===== src/rtl/frame_swap_sequencer.sv =====
// Frame swap sequencer: runs N_CHAN writer channels through start/done handshakes in index
// order, then a display swap. Optional watchdog: FRAME_SWAP_SEQUENCER_TIMEOUT_EN.
module frame_swap_sequencer #(
  parameter int N_CHAN         = 2,
  parameter int FRAME_CNT_W    = 16,
  parameter int TIMEOUT_CYCLES = 1000000
) (
  input  logic                   clock,
  input  logic                   reset,
  input  logic                   run,
  input  logic [N_CHAN-1:0]      chan_en,
  output logic [N_CHAN-1:0]      start,
  input  logic [N_CHAN-1:0]      start_ack,
  input  logic [N_CHAN-1:0]      done,
  output logic [N_CHAN-1:0]      done_ack,
  output logic                   swap,
  input  logic                   swap_ack,
  output logic                   busy,
  output logic [3:0]             active_chan,
  output logic [FRAME_CNT_W-1:0] frame_count,
  output logic                   error
);

  typedef enum logic [2:0] {
    S_IDLE, S_SEL, S_START, S_WAIT_DONE, S_DONE_ACK, S_SWAP, S_SWAP_REL
  } state_t;

  state_t                 state, state_n;
  logic [N_CHAN-1:0]      mask, mask_n;
  logic [3:0]             chan_n;
  logic [FRAME_CNT_W-1:0] fcnt_n;
  logic [N_CHAN-1:0]      chan_oh;
  logic                   sel_en, sel_ack, sel_done, last, abort;
  logic [N_CHAN-1:0]      start_n, done_ack_n;
  logic                   swap_n, busy_n;

  // Only the active channel's inputs are ever looked at.
  assign chan_oh  = N_CHAN'(1) << active_chan;
  assign sel_en   = |(mask & chan_oh);
  assign sel_ack  = |(start_ack & chan_oh);
  assign sel_done = |(done & chan_oh);
  assign last     = (active_chan == 4'(N_CHAN - 1));

  always_comb begin
    state_n = state;
    chan_n  = active_chan;
    mask_n  = mask;
    fcnt_n  = frame_count;
    case (state)
      S_IDLE: begin
        if (run) begin
          mask_n  = chan_en;
          chan_n  = 4'd0;
          state_n = S_SEL;
        end
      end
      S_SEL: begin
        if (sel_en)    state_n = S_START;
        else if (last) state_n = S_SWAP;
        else           chan_n  = active_chan + 4'd1;
      end
      S_START:     if (sel_ack)  state_n = S_WAIT_DONE;
      S_WAIT_DONE: if (sel_done) state_n = S_DONE_ACK;
      S_DONE_ACK: begin
        if (!sel_done) begin
          if (last) state_n = S_SWAP;
          else begin
            chan_n  = active_chan + 4'd1;
            state_n = S_SEL;
          end
        end
      end
      S_SWAP: begin
        if (swap_ack) begin
          fcnt_n  = frame_count + FRAME_CNT_W'(1);
          state_n = S_SWAP_REL;
        end
      end
      S_SWAP_REL: begin
        if (!swap_ack) begin
          if (run) begin
            mask_n  = chan_en;
            chan_n  = 4'd0;
            state_n = S_SEL;
          end else begin
            state_n = S_IDLE;
          end
        end
      end
      default: state_n = S_IDLE;
    endcase
    // Watchdog abort overrides whatever the handshake would have done this cycle.
    if (abort) begin
      state_n = S_IDLE;
      chan_n  = active_chan;
      mask_n  = mask;
      fcnt_n  = frame_count;
    end
  end

  // Outputs are decoded from the next state so they register in step with it.
  always_comb begin
    start_n    = (state_n == S_START)    ? (N_CHAN'(1) << chan_n) : '0;
    done_ack_n = (state_n == S_DONE_ACK) ? (N_CHAN'(1) << chan_n) : '0;
    swap_n     = (state_n == S_SWAP);
    busy_n     = (state_n != S_IDLE);
  end

  always_ff @(posedge clock) begin
    if (reset) begin
      state       <= S_IDLE;
      mask        <= '0;
      active_chan <= 4'd0;
      frame_count <= '0;
      start       <= '0;
      done_ack    <= '0;
      swap        <= 1'b0;
      busy        <= 1'b0;
    end else begin
      state       <= state_n;
      mask        <= mask_n;
      active_chan <= chan_n;
      frame_count <= fcnt_n;
      start       <= start_n;
      done_ack    <= done_ack_n;
      swap        <= swap_n;
      busy        <= busy_n;
    end
  end

`ifdef FRAME_SWAP_SEQUENCER_TIMEOUT_EN
  localparam int WD_W = $clog2(TIMEOUT_CYCLES) + 1;

  logic [WD_W-1:0] wd_cnt;
  logic            wd_on, err_q;

  assign wd_on = state inside {S_START, S_WAIT_DONE, S_DONE_ACK, S_SWAP, S_SWAP_REL};
  assign abort = wd_on && (wd_cnt == WD_W'(TIMEOUT_CYCLES - 1));

  always_ff @(posedge clock) begin
    if (reset) begin
      wd_cnt <= '0;
      err_q  <= 1'b0;
    end else begin
      if (state_n != state) wd_cnt <= '0;
      else if (wd_on)       wd_cnt <= wd_cnt + WD_W'(1);
      if (abort)            err_q  <= 1'b1;
    end
  end

  assign error = err_q;
`else
  logic unused_timeout;
  assign unused_timeout = ^32'(TIMEOUT_CYCLES);
  assign abort = 1'b0;
  assign error = 1'b0;
`endif

endmodule

===== config.mk =====
export PLATFORM = sky130hd
export DESIGN_NAME = frame_swap_sequencer
export DESIGN_NICKNAME = d
export VERILOG_FILES = /design/src/rtl/frame_swap_sequencer.sv
export SDC_FILE = /design/constraint.sdc
export NUM_CORES = 1
export LEC_CHECK = 0
export BUFFER_PORTS_ARGS = -buffer_cell sky130_fd_sc_hd__buf_4
export CAP_MARGIN = 20
export CORE_MARGIN = 2
export CORE_UTILIZATION = 35
export CTS_BUF_LIST = sky130_fd_sc_hd__clkbuf_2 sky130_fd_sc_hd__clkbuf_4 sky130_fd_sc_hd__clkbuf_8
export DETAILED_ROUTE_END_ITERATION = 12
export HOLD_SLACK_MARGIN = 0.08
export PLACE_DENSITY = 0.57
export SYNTH_ARGS = -nofsm -noshare
export SYNTH_HDL_FRONTEND = slang
export SYNTH_SLANG_ARGS = --single-unit

===== constraint.sdc =====
create_clock -name clock -period 4.7 [get_ports clock]
set_input_delay 1.175 -clock clock [delete_from_list [all_inputs] [get_ports clock]]
set_output_delay 1.175 -clock clock [all_outputs]
set_load 0.005 [all_outputs]

==> results of run 1 <==
-- flip-flops by register name, summed over array words and instances (netlist names) --
signal       cells
frame_count     16
active_chan      4
state            3
done_ack         2
mask             2
start            2
busy             1
swap             1
-- where the power goes --
part	internal [mW]	switching, mW
registers	0.271	0.0161
clock network	0.115	0.0964
logic	0.0517	0.0580
-- cell type report --
class	count	area, um2
Clock buffer	6	82.58
Sequential cell	31	620.6
Inverter	7	26.28
Timing Repair Buffer	35	262.8
Fill cell	496	2668
Clock inverter	1	5.005
Tap cell	54	67.56
Multi-Input combinational cell	152	959.7
-- worst max-delay path: cells and delay by family --
kind,cells,cell delay (ps)
compound gates,1,160
buf+inv,1,100
simple gates,4,1180
-- cells in the final DEF, fill, tap and decap left out, drive strengths merged, types with 5 or more instances in the layout --
master and count:
a21oi 10, nor3 9, o21ai 14, nor2 25, buf 35, xor2 8
inv 7, nand3 6, or3 5, clkbuf 6, dfxtp 31, nand2 19
-- worst paths after layout --
| path | startpoint | end | slack (ps) | cells after the start |
|---|---|---|---|---|
| worst max-delay path | swap_ack | frame_count[9] | 2280 | 6 |
| worst min-delay path | mask[1] | mask[1] | 500 | 2 |
| worst min register to register | mask[1] | mask[1] | 500 | 2 |
| worst max register to register | active_chan[0] | start[0] | 2510 | 6 |
-- layer usage --
metal  vias up  GRT usage [%]  wire length, um
li1        776              -                -
met1       708          20.59             1804
met2        41          21.03             1617
met3         5          4.527              195
met4         0          5.657               55
met5         -              0                0
-- logic make-up (layout without fill, tap and decap cells) --
logic type,after synthesis,count (layout)
AND/OR/NAND/NOR,88,88
AO/OA/AOI/OAI,42,42
flip-flops,31,31
buffers and inverters,19,49
XOR/XNOR,11,11
multiplexers,7,7
adder cells (fa/ha/maj),3,3
other,1,1
-- stage by stage --
stage	area, um2	util, %
finish	2024	43.15
global route	2024	43.15
CTS	2024	43.15
global placement	1937	41.28
floorplan	1689	-
detailed placement	1937	41.28
==> reports/metrics.csv, run 1 <==
stage,metric,value,unit
status,status,"finished, final reports clean",
route,DRC,0,
route,final wirelength,3672,um
clock_network,CTS buffer count,5,
synth,Area contributors post-synth,"dfxtp_1, nor2_1, nand2_1, xor2_1, o21ai_0",
synth,Main synth FF type,dfxtp_1,
timing,RSZ-0062 raised after global routing,no,
timing,Tcrit/Tclk final,51.50,%
clock_network,Root Buffer,clkbuf_8,
power_and_ir_drop,LEAKAGE,0.8234,nW
global_route,vias in the first global route,1320,
timing,final worst slack,2279,ps
global_route,Overflow after GRT,0,
global_route,first-pass GRT wire length,6092,um
run,max cap viols,0,
layout,share of cells above drive strength 1,21.12,%
critical_path,CP max-delay cell,and4b_1,
critical_path,CP Capture Type,flop,
clock_network,# resized after CTS,0,
layout,synth-to-layout area growth,19.85,%
synth,"Avg Cell Area, Syn",8.362,um2
global_route,largest net degree at the start of global routing,27,
synth,multiplexer area fraction after synthesis,4.593,%
synth,flop and latch count out of synthesis,31,
route,Pre-antenna DRT Iters,4,
synth,mapped cell area,1689,um2
global_route,GRT Resource Usage Total,14.71,%
timing,Hold Slack,499.4,ps
critical_path,Worst Path Required,4900,ps
synth,Synth Area in Compound Gates,15.70,%
floorplanning,# IOs,37,
placed_design,DPL Wire Length,2628,um
floorplanning,Die Area,5398,um2
floorplanning,die height,73.47,um
worst_hold_path,min-delay worst type,flop to flop,
power_and_ir_drop,pwr dens,300.3,nW/um2
power_and_ir_drop,total chip power,608.0,uW
timing,Worst slew margin,59.06,%
clock_network,"Hold-fix buffers, CTS",0,
synth,xor/xnor cell area share of the yosys netlist,5.704,%
placed_design,I/O Buffers,35,
critical_path,CP Cell Sequence,"buf_4, and4b_1, nand4_4, or2_1, or3_1, a21oi_1",
synth,biggest area consumer among synthesized cells,dfxtp_1,
synth,largest family of logic cells by synthesized area,simple AND/OR/NAND/NOR gates,
timing,FMAX,413.1,MHz
floorplanning,Initial Util,36.00,%
synth,register area share after synthesis,36.74,%
clock_network,clk slew on worst S/H paths,70,ps
route,DRT iter0 DRCs,78,
timing,Pins Over Slew Limit,0,
timing,Worst Max-Slew Pin Slew,613.3,ps
global_route,initial antenna violation count,0,
route,routed vias/inst,5.350,
critical_path,crit path DAT,2630,ps
clock_network,CTS max path bufs,2,
critical_path,crit path launch type,primary input,
timing,Final Hold Fails,0,
layout,fin cells,286,
route,post-route ant nets,0,
placed_design,setup slack at placement,1995,ps
timing,Setup TNS Final,0,ps
route,wire length per cell,12.84,um
floorplanning,Die W,73.47,um
layout,Nets,245,
clock_network,# Post-CTS Setup Buffers,0,
synth,yosys warns,0,
timing,setup violators final,0,
synth,top-count cell post-synth,dfxtp_1,
critical_path,Crit path largest cell delay,370,ps
synth,Post-synth ARST share,0,%
route,Via Count,1530,
synth,"top cells by count, synth","dfxtp_1, nor2_1, nand2_1",
floorplanning,Core ar.,4692,um2
synth,Synthesized Nets,215,
clock_network,clk sinks,31,
placed_design,placed instance count,279,
synth,area share of fa/ha/maj cells after synthesis,2.222,%
synth,post-synth cell types,51,
clock_network,H-tree levels,2,
synth,Syn Inst Count,202,
synth,Post-synth EDFFs,0,
placed_design,Placer Congestion,0.8730,
clock_network,CTS tree,built,
power_and_ir_drop,Peak VDD IR,0.00009443,V
critical_path,"Max FO, Critical Path",8,
clock_network,Clock Latency Late Sink,280,ps
layout,# diodes,0,
timing,clock skew,8.721,ps
synth,Synth Area in Simple Gates,28.37,%
timing,final worst path period need,2421,ps
floorplanning,site row count,25,
synth,top cell type's share of synthesized area,36.74,%
critical_path,CP Class,primary input to flop,
No activity file was read; power rests on OpenSTA's default activity.
==> run 2, diff against run 1 <==
--- a/config.mk
+++ b/config.mk
@@ -12,7 +12,7 @@
 export CTS_BUF_LIST = sky130_fd_sc_hd__clkbuf_2 sky130_fd_sc_hd__clkbuf_4 sky130_fd_sc_hd__clkbuf_8
 export DETAILED_ROUTE_END_ITERATION = 12
 export HOLD_SLACK_MARGIN = 0.08
-export PLACE_DENSITY = 0.57
+export PLACE_DENSITY = 0.59
 export SYNTH_ARGS = -nofsm -noshare
 export SYNTH_HDL_FRONTEND = slang
 export SYNTH_SLANG_ARGS = --single-unit
==> constraint.sdc (replaced) <==
create_clock -name clock -period 2.1 [get_ports clock]
set_input_delay 0.525 -clock clock [delete_from_list [all_inputs] [get_ports clock]]
set_output_delay 0.525 -clock clock [all_outputs]
set_load 0.005 [all_outputs]
==> reports/metrics.csv, run 2 (same netlist as run 1, synthesis figures left out) <==
stage,metric,value,unit,change
layout,# diodes,0,,unchanged
floorplanning,Die W,73.47,um,unchanged
layout,share of cells above drive strength 1,25.00,%,+3.9 points
timing,final worst path period need,1975,ps,
critical_path,crit path DAT,2140,ps,-490 ps
floorplanning,Die Area,5398,um2,unchanged
global_route,first-pass GRT wire length,6437,um,+5.7%
floorplanning,Core ar.,4692,um2,unchanged
critical_path,CP Capture Type,flop,,
clock_network,# resized after CTS,0,,unchanged
global_route,GRT Resource Usage Total,15.34,%,+0.63 points
power_and_ir_drop,LEAKAGE,0.8715,nW,+5.8%
layout,synth-to-layout area growth,24.07,%,
clock_network,clk sinks,31,,unchanged
placed_design,DPL Wire Length,2793,um,+6.3%
placed_design,I/O Buffers,35,,unchanged
global_route,met1 usage,20.86,%,+0.27 points
timing,clock skew,4.059,ps,-4.662 ps
layout,multi-input logic area,969.7,um2,+1.0%
global_route,GR peak layer,met2,,
global_route,largest net degree at the start of global routing,27,,unchanged
placed_design,Placer Congestion,0.8705,,-0.29%
timing,FMAX,506.4,MHz,
timing,Pins Over Slew Limit,0,,unchanged
worst_hold_path,min-delay worst type,primary input to flop,,
clock_network,CTS max path bufs,2,,unchanged
global_route,GR met2 Demand/Resource,23.61,%,+2.6 points
route,Via Count,1548,,+1.2%
global_route,vias in the first global route,1369,,+3.7%
route,DRC,0,,unchanged
floorplanning,site row count,25,,unchanged
critical_path,crit path launch type,flop,,
timing,Final Hold Fails,0,,unchanged
layout,fillcell total,491,,-1.0%
clock_network,# Post-CTS Setup Buffers,0,,unchanged
layout,"commonest non-fill, non-tap cell in the layout",buf_4,,
status,status,"finished, final reports clean",,
power_and_ir_drop,pwr dens,663.2,nW/um2,+120%
clock_network,H-tree levels,2,,unchanged
floorplanning,Initial Util,36.00,%,unchanged
timing,Hold Slack,477.0,ps,-22.38 ps
layout,most frequent cells in the layout,"buf_4, dfxtp_1, nor2_1",,
timing,RSZ-0062 raised after global routing,no,,
clock_network,Root Buffer,clkbuf_8,,
critical_path,"Max FO, Critical Path",9,,+1
route,post-route ant nets,0,,unchanged
floorplanning,# IOs,37,,unchanged
route,Pre-antenna DRT Iters,4,,unchanged
layout,Nets,253,,+3.3%
power_and_ir_drop,Peak VDD IR,0.0002209,V,+130%
global_route,initial antenna violation count,0,,unchanged
clock_network,"Hold-fix buffers, CTS",0,,unchanged
timing,setup violators final,0,,unchanged
layout,biggest regs,"frame_count x16, active_chan x4, state x3",,
floorplanning,die height,73.47,um,unchanged
layout,Storage cell area,621.8,um2,+0.20%
timing,Setup TNS Final,0,ps,unchanged
route,wire length per cell,13.18,um,+2.7%
layout,Largest Register,frame_count,,
clock_network,Clock Latency Late Sink,280,ps,about the same
clock_network,CTS tree,built,,
layout,max reg flops,16,,unchanged
route,DRT iter0 DRCs,73,,-6.4%
critical_path,CP Class,flop to flop,,
global_route,met3 Use GR,3.429,%,-1.1 points
timing,Tcrit/Tclk final,94.03,%,
run,max cap viols,0,,unchanged
clock_network,CTS buffer count,5,,unchanged
route,final wirelength,3876,um,+5.6%
clock_network,clk slew on worst S/H paths,70,ps,about the same
global_route,Overflow after GRT,0,,unchanged
critical_path,Worst Path Required,2270,ps,-2630 ps
route,routed vias/inst,5.265,,-1.6%
run 2: worst max-delay path, stage by stage, from the launching register on:
cell      delay, ps
dfxtp_1         490
or3b_1          430
nor2_1          130
a32o_1          260
mux2_2          360
nand4b_1        120
nor3_1           60
run 2: final cells by class:
class	count	share of cell area, %
flip-flops and latches	31	29.67
clock buffers	6	3.940
multi-input cells	152	46.27
repair buffers	43	15.40
well taps	54	3.224
clock inverters	1	0.2388
inverters	7	1.254
run 2: worst paths after layout:
kind / start / end / slack, ps / cells past startpoint
worst min register to register: frame_count[13] / frame_count[13] / 500 / 2
worst min-delay path: chan_en[1] / mask[1] / 480 / 3
worst max register to register: state[0] / start[1] / 130 / 6
worst max-delay path: state[0] / start[1] / 130 / 6
run 2: power breakdown:
part / internal [mW] / switching, mW / total (mW)
logic: 0.130 / 0.151 / 0.282
registers: 0.607 / 0.0235 / 0.631
clock network: 0.257 / 0.220 / 0.477
run 2: per-stage QoR:
stage               power, mW  instances  instance area, um2  setup WS, ps  utilization, %
floorplan              0.8395        202                1689         277.9               -
global placement       0.9182        287                1997         120.1           42.56
detailed placement     0.9169        287                1997         110.1           42.56
CTS                     1.396        294                2085         111.4           44.43
global route            1.463        294                2096         42.99           44.67
finish                  1.390        294                2096         125.3           44.67
run 2: metal layers:
metal	vias to the layer above	part of all wire, %
met2	44	45
met4	0	1.6
met3	6	4.4
li1	788	-
met1	710	49
met5	-	0
